[config.mk]
export PLATFORM = sky130hd
export DESIGN_NAME = alu_iter
export DESIGN_NICKNAME = d
export VERILOG_FILES = /design/src/rtl/alu_iter.sv
export SDC_FILE = /design/constraint.sdc
export NUM_CORES = 1
export LEC_CHECK = 0
export ABC_AREA = 1
export BUFFER_PORTS_ARGS = -buffer_cell sky130_fd_sc_hd__buf_2
export CORE_MARGIN = 2
export CORE_UTILIZATION = 40
export DETAILED_ROUTE_END_ITERATION = 10
export REMOVE_ABC_BUFFERS = 1
export SKIP_LAST_GASP = 1
export SYNTH_ARGS = -nofsm -noshare
export SYNTH_HDL_FRONTEND = slang
export SYNTH_SLANG_ARGS = --single-unit
[constraint.sdc]
create_clock -name clk_i -period 3.5 [get_ports clk_i]
set_clock_uncertainty 0.05 [all_clocks]
set_input_delay 0.525 -clock clk_i [delete_from_list [all_inputs] [get_ports clk_i]]
set_output_delay 0.525 -clock clk_i [all_outputs]
set_load 0.05 [all_outputs]
[src/rtl/alu_iter.sv]
// alu_iter: execute-stage ALU with single-cycle basic ops and an iterative shift-add / restoring-divide unit
module alu_iter #(
   parameter int DATA_WIDTH = 32,
   parameter int TAG_WIDTH  = 5
) (
   input  logic                  clk_i,
   input  logic                  rst_ni,
   input  logic                  Valid_i,
   output logic                  Ready_o,
   input  logic                  Flush_i,
   input  logic [4:0]            Op_i,
   input  logic [DATA_WIDTH-1:0] SrcA_i,
   input  logic [DATA_WIDTH-1:0] SrcB_i,
   input  logic [TAG_WIDTH-1:0]  Tag_i,
   output logic                  Valid_o,
   output logic [DATA_WIDTH-1:0] Result_o,
   output logic                  Zero_o,
   output logic [TAG_WIDTH-1:0]  Tag_o
);
   localparam int W  = DATA_WIDTH;
   localparam int CW = $clog2(DATA_WIDTH);
   typedef enum logic [1:0] {IDLE, MUL, DIV, DONE} state_t;
   state_t               r_state, w_next;
   logic [CW-1:0]        r_cnt;
   logic [W-1:0]         r_m, r_hi, r_lo, r_result;
   logic [4:0]           r_op;
   logic [TAG_WIDTH-1:0] r_tag, r_tag_o;
   logic                 r_neg, r_sa, r_valid, r_zero;
   logic                 w_acc, w_mul_op, w_div_op, w_long, w_sa, w_sb, w_ge;
   logic [W-1:0]         w_mag_a, w_mag_b, w_short, w_quo, w_rem, w_long_res;
   logic [CW-1:0]        w_sh;
   logic [W:0]           w_add, w_shd, w_diff;
   logic [2*W-1:0]       w_prod, w_prod_s;

   assign Ready_o  = (r_state == IDLE) && !Flush_i;
   assign w_acc    = Valid_i && Ready_o;
   assign w_mul_op = Op_i inside {5'd11, 5'd12, 5'd13};
   assign w_div_op = Op_i inside {[5'd14:5'd17]};
   assign w_long   = w_mul_op || w_div_op;
   assign w_sa     = (Op_i inside {5'd11, 5'd12, 5'd14, 5'd16}) && SrcA_i[W-1];
   assign w_sb     = (Op_i inside {5'd11, 5'd12, 5'd14, 5'd16}) && SrcB_i[W-1];
   assign w_mag_a  = w_sa ? -SrcA_i : SrcA_i;
   assign w_mag_b  = w_sb ? -SrcB_i : SrcB_i;
   assign w_sh     = SrcB_i[CW-1:0];

   always_comb begin
      w_short = '0;
      case (Op_i)
         5'd0:    w_short = SrcA_i + SrcB_i;
         5'd1:    w_short = SrcA_i - SrcB_i;
         5'd2:    w_short = SrcA_i & SrcB_i;
         5'd3:    w_short = SrcA_i | SrcB_i;
         5'd4:    w_short = SrcB_i;
         5'd5:    w_short = {{(W-1){1'b0}}, $signed(SrcA_i) < $signed(SrcB_i)};
         5'd6:    w_short = SrcA_i << w_sh;
         5'd7:    w_short = SrcA_i ^ SrcB_i;
         5'd8:    w_short = SrcA_i >> w_sh;
         5'd9:    w_short = $signed(SrcA_i) >>> w_sh;
         5'd10:   w_short = {{(W-1){1'b0}}, SrcA_i < SrcB_i};
         default: w_short = '0;
      endcase
   end

   // Multiply: {r_hi,r_lo} holds partial product and remaining multiplier bits
   assign w_add  = {1'b0, r_hi} + (r_lo[0] ? {1'b0, r_m} : '0);
   // Divide: r_hi is the partial remainder, r_lo shifts dividend out and quotient in
   assign w_shd  = {r_hi, r_lo[W-1]};
   assign w_diff = w_shd - {1'b0, r_m};
   assign w_ge   = !w_diff[W];

   // Sign fix-up; a zero divisor forces an all-ones quotient, overflow falls out naturally
   assign w_prod     = {r_hi, r_lo};
   assign w_prod_s   = r_neg ? -w_prod : w_prod;
   assign w_quo      = (r_m == '0) ? '1 : (r_neg ? -r_lo : r_lo);
   assign w_rem      = r_sa ? -r_hi : r_hi;
   assign w_long_res = (r_op == 5'd11) ? w_prod_s[W-1:0] :
                       (r_op inside {5'd12, 5'd13}) ? w_prod_s[2*W-1:W] :
                       (r_op inside {5'd14, 5'd15}) ? w_quo : w_rem;

   always_comb begin
      w_next = r_state;
      case (r_state)
         IDLE:     w_next = !w_acc ? IDLE : w_mul_op ? MUL : w_div_op ? DIV : IDLE;
         MUL, DIV: w_next = (r_cnt == '0) ? DONE : r_state;
         DONE:     w_next = IDLE;
         default:  w_next = IDLE;
      endcase
      if (Flush_i) w_next = IDLE;
   end

   always_ff @(posedge clk_i or negedge rst_ni)
      if (!rst_ni) r_state <= IDLE;
      else r_state <= w_next;

   always_ff @(posedge clk_i or negedge rst_ni)
      if (!rst_ni) begin
         r_cnt    <= '0;
         r_m      <= '0;
         r_hi     <= '0;
         r_lo     <= '0;
         r_op     <= '0;
         r_tag    <= '0;
         r_neg    <= 1'b0;
         r_sa     <= 1'b0;
         r_valid  <= 1'b0;
         r_result <= '0;
         r_zero   <= 1'b0;
         r_tag_o  <= '0;
      end else begin
         r_valid <= 1'b0;
         if (w_acc && !w_long) begin
            r_valid  <= 1'b1;
            r_result <= w_short;
            r_zero   <= (w_short == '0);
            r_tag_o  <= Tag_i;
         end else if (r_state == DONE && !Flush_i) begin
            r_valid  <= 1'b1;
            r_result <= w_long_res;
            r_zero   <= (w_long_res == '0);
            r_tag_o  <= r_tag;
         end
         if (w_acc && w_long) begin
            r_op  <= Op_i;
            r_tag <= Tag_i;
            r_cnt <= CW'(W - 1);
            r_neg <= w_sa ^ w_sb;
            r_sa  <= w_sa;
            r_m   <= w_mul_op ? w_mag_a : w_mag_b;
            r_hi  <= '0;
            r_lo  <= w_mul_op ? w_mag_b : w_mag_a;
         end else if (r_state == MUL) begin
            r_hi  <= w_add[W:1];
            r_lo  <= {w_add[0], r_lo[W-1:1]};
            r_cnt <= r_cnt - CW'(1);
         end else if (r_state == DIV) begin
            r_hi  <= w_ge ? w_diff[W-1:0] : w_shd[W-1:0];
            r_lo  <= {r_lo[W-2:0], w_ge};
            r_cnt <= r_cnt - CW'(1);
         end
      end

   assign Valid_o  = r_valid;
   assign Result_o = r_result;
   assign Zero_o   = r_zero;
   assign Tag_o    = r_tag_o;
endmodule
==> results by group <==
Outcome
  • Status: finished clean

Pwr
  • Leakage power: approximately 0.017 uW
  • Max rail drop VDD: between 0.3 and 0.4 mV
  • Power density over the cells: ~700 nW/um^2
  • Total Power: between 20000 and 25000 uW

Clocking
  • Clk root buf: clkbuf_16
  • Clock Sinks: 154
  • CTS buffer count: 17
  • Postcts setup bufs: 0
  • Clock-pin transition on the worst setup and hold timing paths: around 0.08 ns
  • H-tree levels: 4
  • Clock Path Buffers: 2
  • CTS tree: yes
  • Clock Latency Late Sink: between 0.4 and 0.5 ns

Final layout
  • Final Instance Count excl. Fillers: around 6.3k
  • Most common cell after layout, fill and taps aside: nand2_1
  • Final net count: ~5.6k
  • Layout cells sized above 1: 0.1483
  • FILL cells: roughly 7.3k
  • Area delta synth->final: 22.39%
  • Commonest non-fill, non-tap cells in the layout: nand2_1 (1496), nand3_1 (679), nor2_1 (569)

Setup path
  • Crit. End Element: flip-flop
  • Crit path launch type: flip-flop
  • Crit-path max cell delay: approximately 0.41 ns
  • CP max FO: 5
  • Critical path depth in cells: 19
  • Cell family with the largest share of critical-path delay: simple AND/OR/NAND/NOR gates
  • Crit-path most repeated cell: nand2_1
  • Worst R2R Start: r_lo[6]
  • Worst Path Buf+Inv: 1
  • CP max stage cell: dfrtp_1
  • CP Class: flip-flop to flip-flop
  • Critical Path RT: about 3.8 ns
  • Worst reg-to-reg setup slack: 0.15 ns
  • Crit-path cells: nor2_1 > nand2_1 > nor2_1 > nand3_1 > nand2_2 > nand2_1 > nand2_1 > nand3_1 > a21boi_0 > buf_4 > nor2_1 > nand2_1 > nor2_1 > nand2_1 > nor2_1 > nand3_1 > nand2_1 > nand2_1 > nand2_1
  • FF-to-FF path depth: 19
  • Worst EP arrival: 3.66 ns
  • Critical R2R Capture: Zero_o

Timing
  • Slew Limit Fails: 0
  • Fin. Hold Viols: 0
  • Fin crit share: 0.9565
  • Final setup fails: 0
  • Post-layout min period: 3.348 ns
  • Max_slew headroom: 0.3799
  • Peak Freq: ~300 MHz
  • RSZ-0062 raised after global routing: yes
  • Slew at the pin closest to its max-slew limit: 0.9302 ns

GRT
  • First-pass GRT wire length: 225800 um
  • Largest net degree at the start of global routing: 84
  • Grt total ovfl: 0
  • Initial antenna violation count: 4
  • GRT Util Overall: 0.4386
  • Number of global-route vias before repair: ~35k

Synthesis
  • Synth warn: 0
  • Post-synth EDFFs: 0
  • Asr flop ratio synth: 1.000
  • Cell area after synthesis: approximately 27000 sq um
  • Syn Inst Count: roughly 4.9k
  • Library cells used by synthesis: 58
  • Main synth FF type: dfrtp_1
  • Post-Synthesis Mean Instance Area: 5.512 sq um
  • Post-synthesis sequential area ratio: 0.1436
  • Yosys reg bits: about 150

Placement
  • Dpl cells: 6221
  • GP Congestion: about 1.1
  • Port Buffers: between 100 and 150
  • Detail Placement HPWL: ~130000 um

Floorplan
  • # IOs: approximately 120
  • Row cnt: 94
  • Die H: roughly 260 um
  • Core area: between 60000 and 70000 sq um
  • Die width: approximately 260 um
  • Die area: about 70000 sq um
  • Initial core utilization: 0.4061

Min path
  • Worst min-delay path class: input port to asynchronous set/reset pin

Detailed routing
  • Final WL: approximately 160000 um
  • Initial DRC count: between 3k and 4k
  • Vias: between 30k and 40k
  • Drt wl/cell: roughly 25 um
  • Via-per-instance ratio: between 5 and 6
  • Drt first pass iters: 7
  • # DRC: 0
  • Routed Antenna Nets: 0

Job
  • Maxcap violations: 0
==> power by group <==
group	total [uW]	switching, uW	leakage (uW)	internal [uW]
Sequential	3720	1160	0.00193	2560
Combinational	17200	11500	0.0149	5680
Clock	1920	900	0.000277	1020
==> synthesized netlist by cell type (all sizes together) (6+ instances only) <==
library cell | number | area (sq um)
nor2 | 590 | 2305
o2111ai | 6 | 52.55
nor4 | 19 | 146.4
buf | 90 | 439.2
o21bai | 12 | 90.09
nand3b | 9 | 67.56
a21boi | 7 | 52.55
o22ai | 50 | 312.8
clkinv | 7 | 26.28
a31oi | 16 | 115.1
o21ai | 297 | 1486
xnor2 | 11 | 96.34
o221ai | 36 | 315.3
or2 | 29 | 181.4
nand3 | 681 | 3418
xor2 | 87 | 762.0
clkbuf | 106 | 397.9
o211ai | 75 | 568.0
a22oi | 6 | 45.04
dfrtp | 154 | 3854
a21oi | 256 | 1289
o21a | 15 | 112.6
ha | 179 | 2240
and2 | 12 | 75.07
a21o | 7 | 52.55
nand2 | 1503 | 5670
inv | 470 | 1772
nor3 | 53 | 280.3
nand4 | 68 | 425.4
==> worst max-delay path by stage <==
stage                           from  endpoint  slack [ns]
after floorplan           r_state[1]  r_hi[13]       -1.57
after global placement    SrcA_i[17]    Zero_o       -0.17
after detailed placement   SrcB_i[0]    Zero_o       -0.22
after CTS                   r_lo[31]  r_hi[29]        0.13
after global routing        r_lo[31]   r_hi[5]       -0.05
final                        r_lo[6]    Zero_o        0.15
==> flip-flops by register name, summed over array words and instances (netlist names) <==
| name | count |
|---|---|
| Zero_o | 1 |
| r_op | 5 |
| r_lo | 32 |
| Tag_o | 5 |
| r_tag | 5 |
| r_neg | 1 |
| r_cnt | 5 |
| Valid_o | 1 |
| r_sa | 1 |
| r_hi | 32 |
| r_m | 32 |
| Result_o | 32 |
| r_state | 2 |
==> metal layers <==
layer / routed length (um) / global-route usage / part of all wire / vias to the layer above
met4: 15240 / 0.3555 / 0.097 / 4
met5: 27 / 0 / 0.00017 / -
met1: 58530 / 0.5023 / 0.37 / 16863
li1: - / - / - / 17183
met3: 11460 / 0.05659 / 0.073 / 559
met2: 71220 / 0.7353 / 0.46 / 2027
==> metrics by stage <==
stage	TNS [ns]	setup slack (ns)	instance area, sq um	hold WS [ns]	util
floorplan	-115.05	-1.571	26000	0.1794	-
global placement	-0.1661	-0.1661	32240	0.4126	0.4878
detailed placement	-0.2158	-0.2158	32240	0.4228	0.4878
CTS	0	0.1293	32820	0.1287	0.4965
global route	-0.2700	-0.04717	32850	0.1252	0.4969
finish	0	0.1521	32850	0.04721	0.4970
==> area by class of cell <==
class / instances / area (sq um) / area share
antenna: 1 / 2.502 / 0.00007618
clock buffer: 19 / 442.9 / 0.01348
clock inverter: 13 / 131.4 / 0.003999
inverter: 477 / 1798 / 0.05473
multi-input combinational: 4042 / 20430 / 0.6218
sequential: 154 / 3855 / 0.1174
tap: 864 / 1081 / 0.03291
timing repair buffer: 684 / 5111 / 0.1556
==> cell families (layout without fill, tap and decap cells) <==
logic type / count (synthesis) / after routing / share of synthesized area
other: 0 / 1 / 0
buffers and inverters: 673 / 1193 / 0.09818
AND/OR/NAND/NOR: 2965 / 2965 / 0.4686
AO/OA/AOI/OAI: 796 / 796 / 0.1713
flip-flops: 154 / 154 / 0.1436
XOR/XNOR: 98 / 98 / 0.03198
adder cells (fa/ha/maj): 183 / 183 / 0.08643
==> timing repair <==
| action | CTS | global route |
|---|---|---|
| hold buffers | 0 | 0 |
| resized for setup | 0 | 10 |
| setup endpoints to repair | 0 | 27 |
Power figures use the tool's default switching activity.
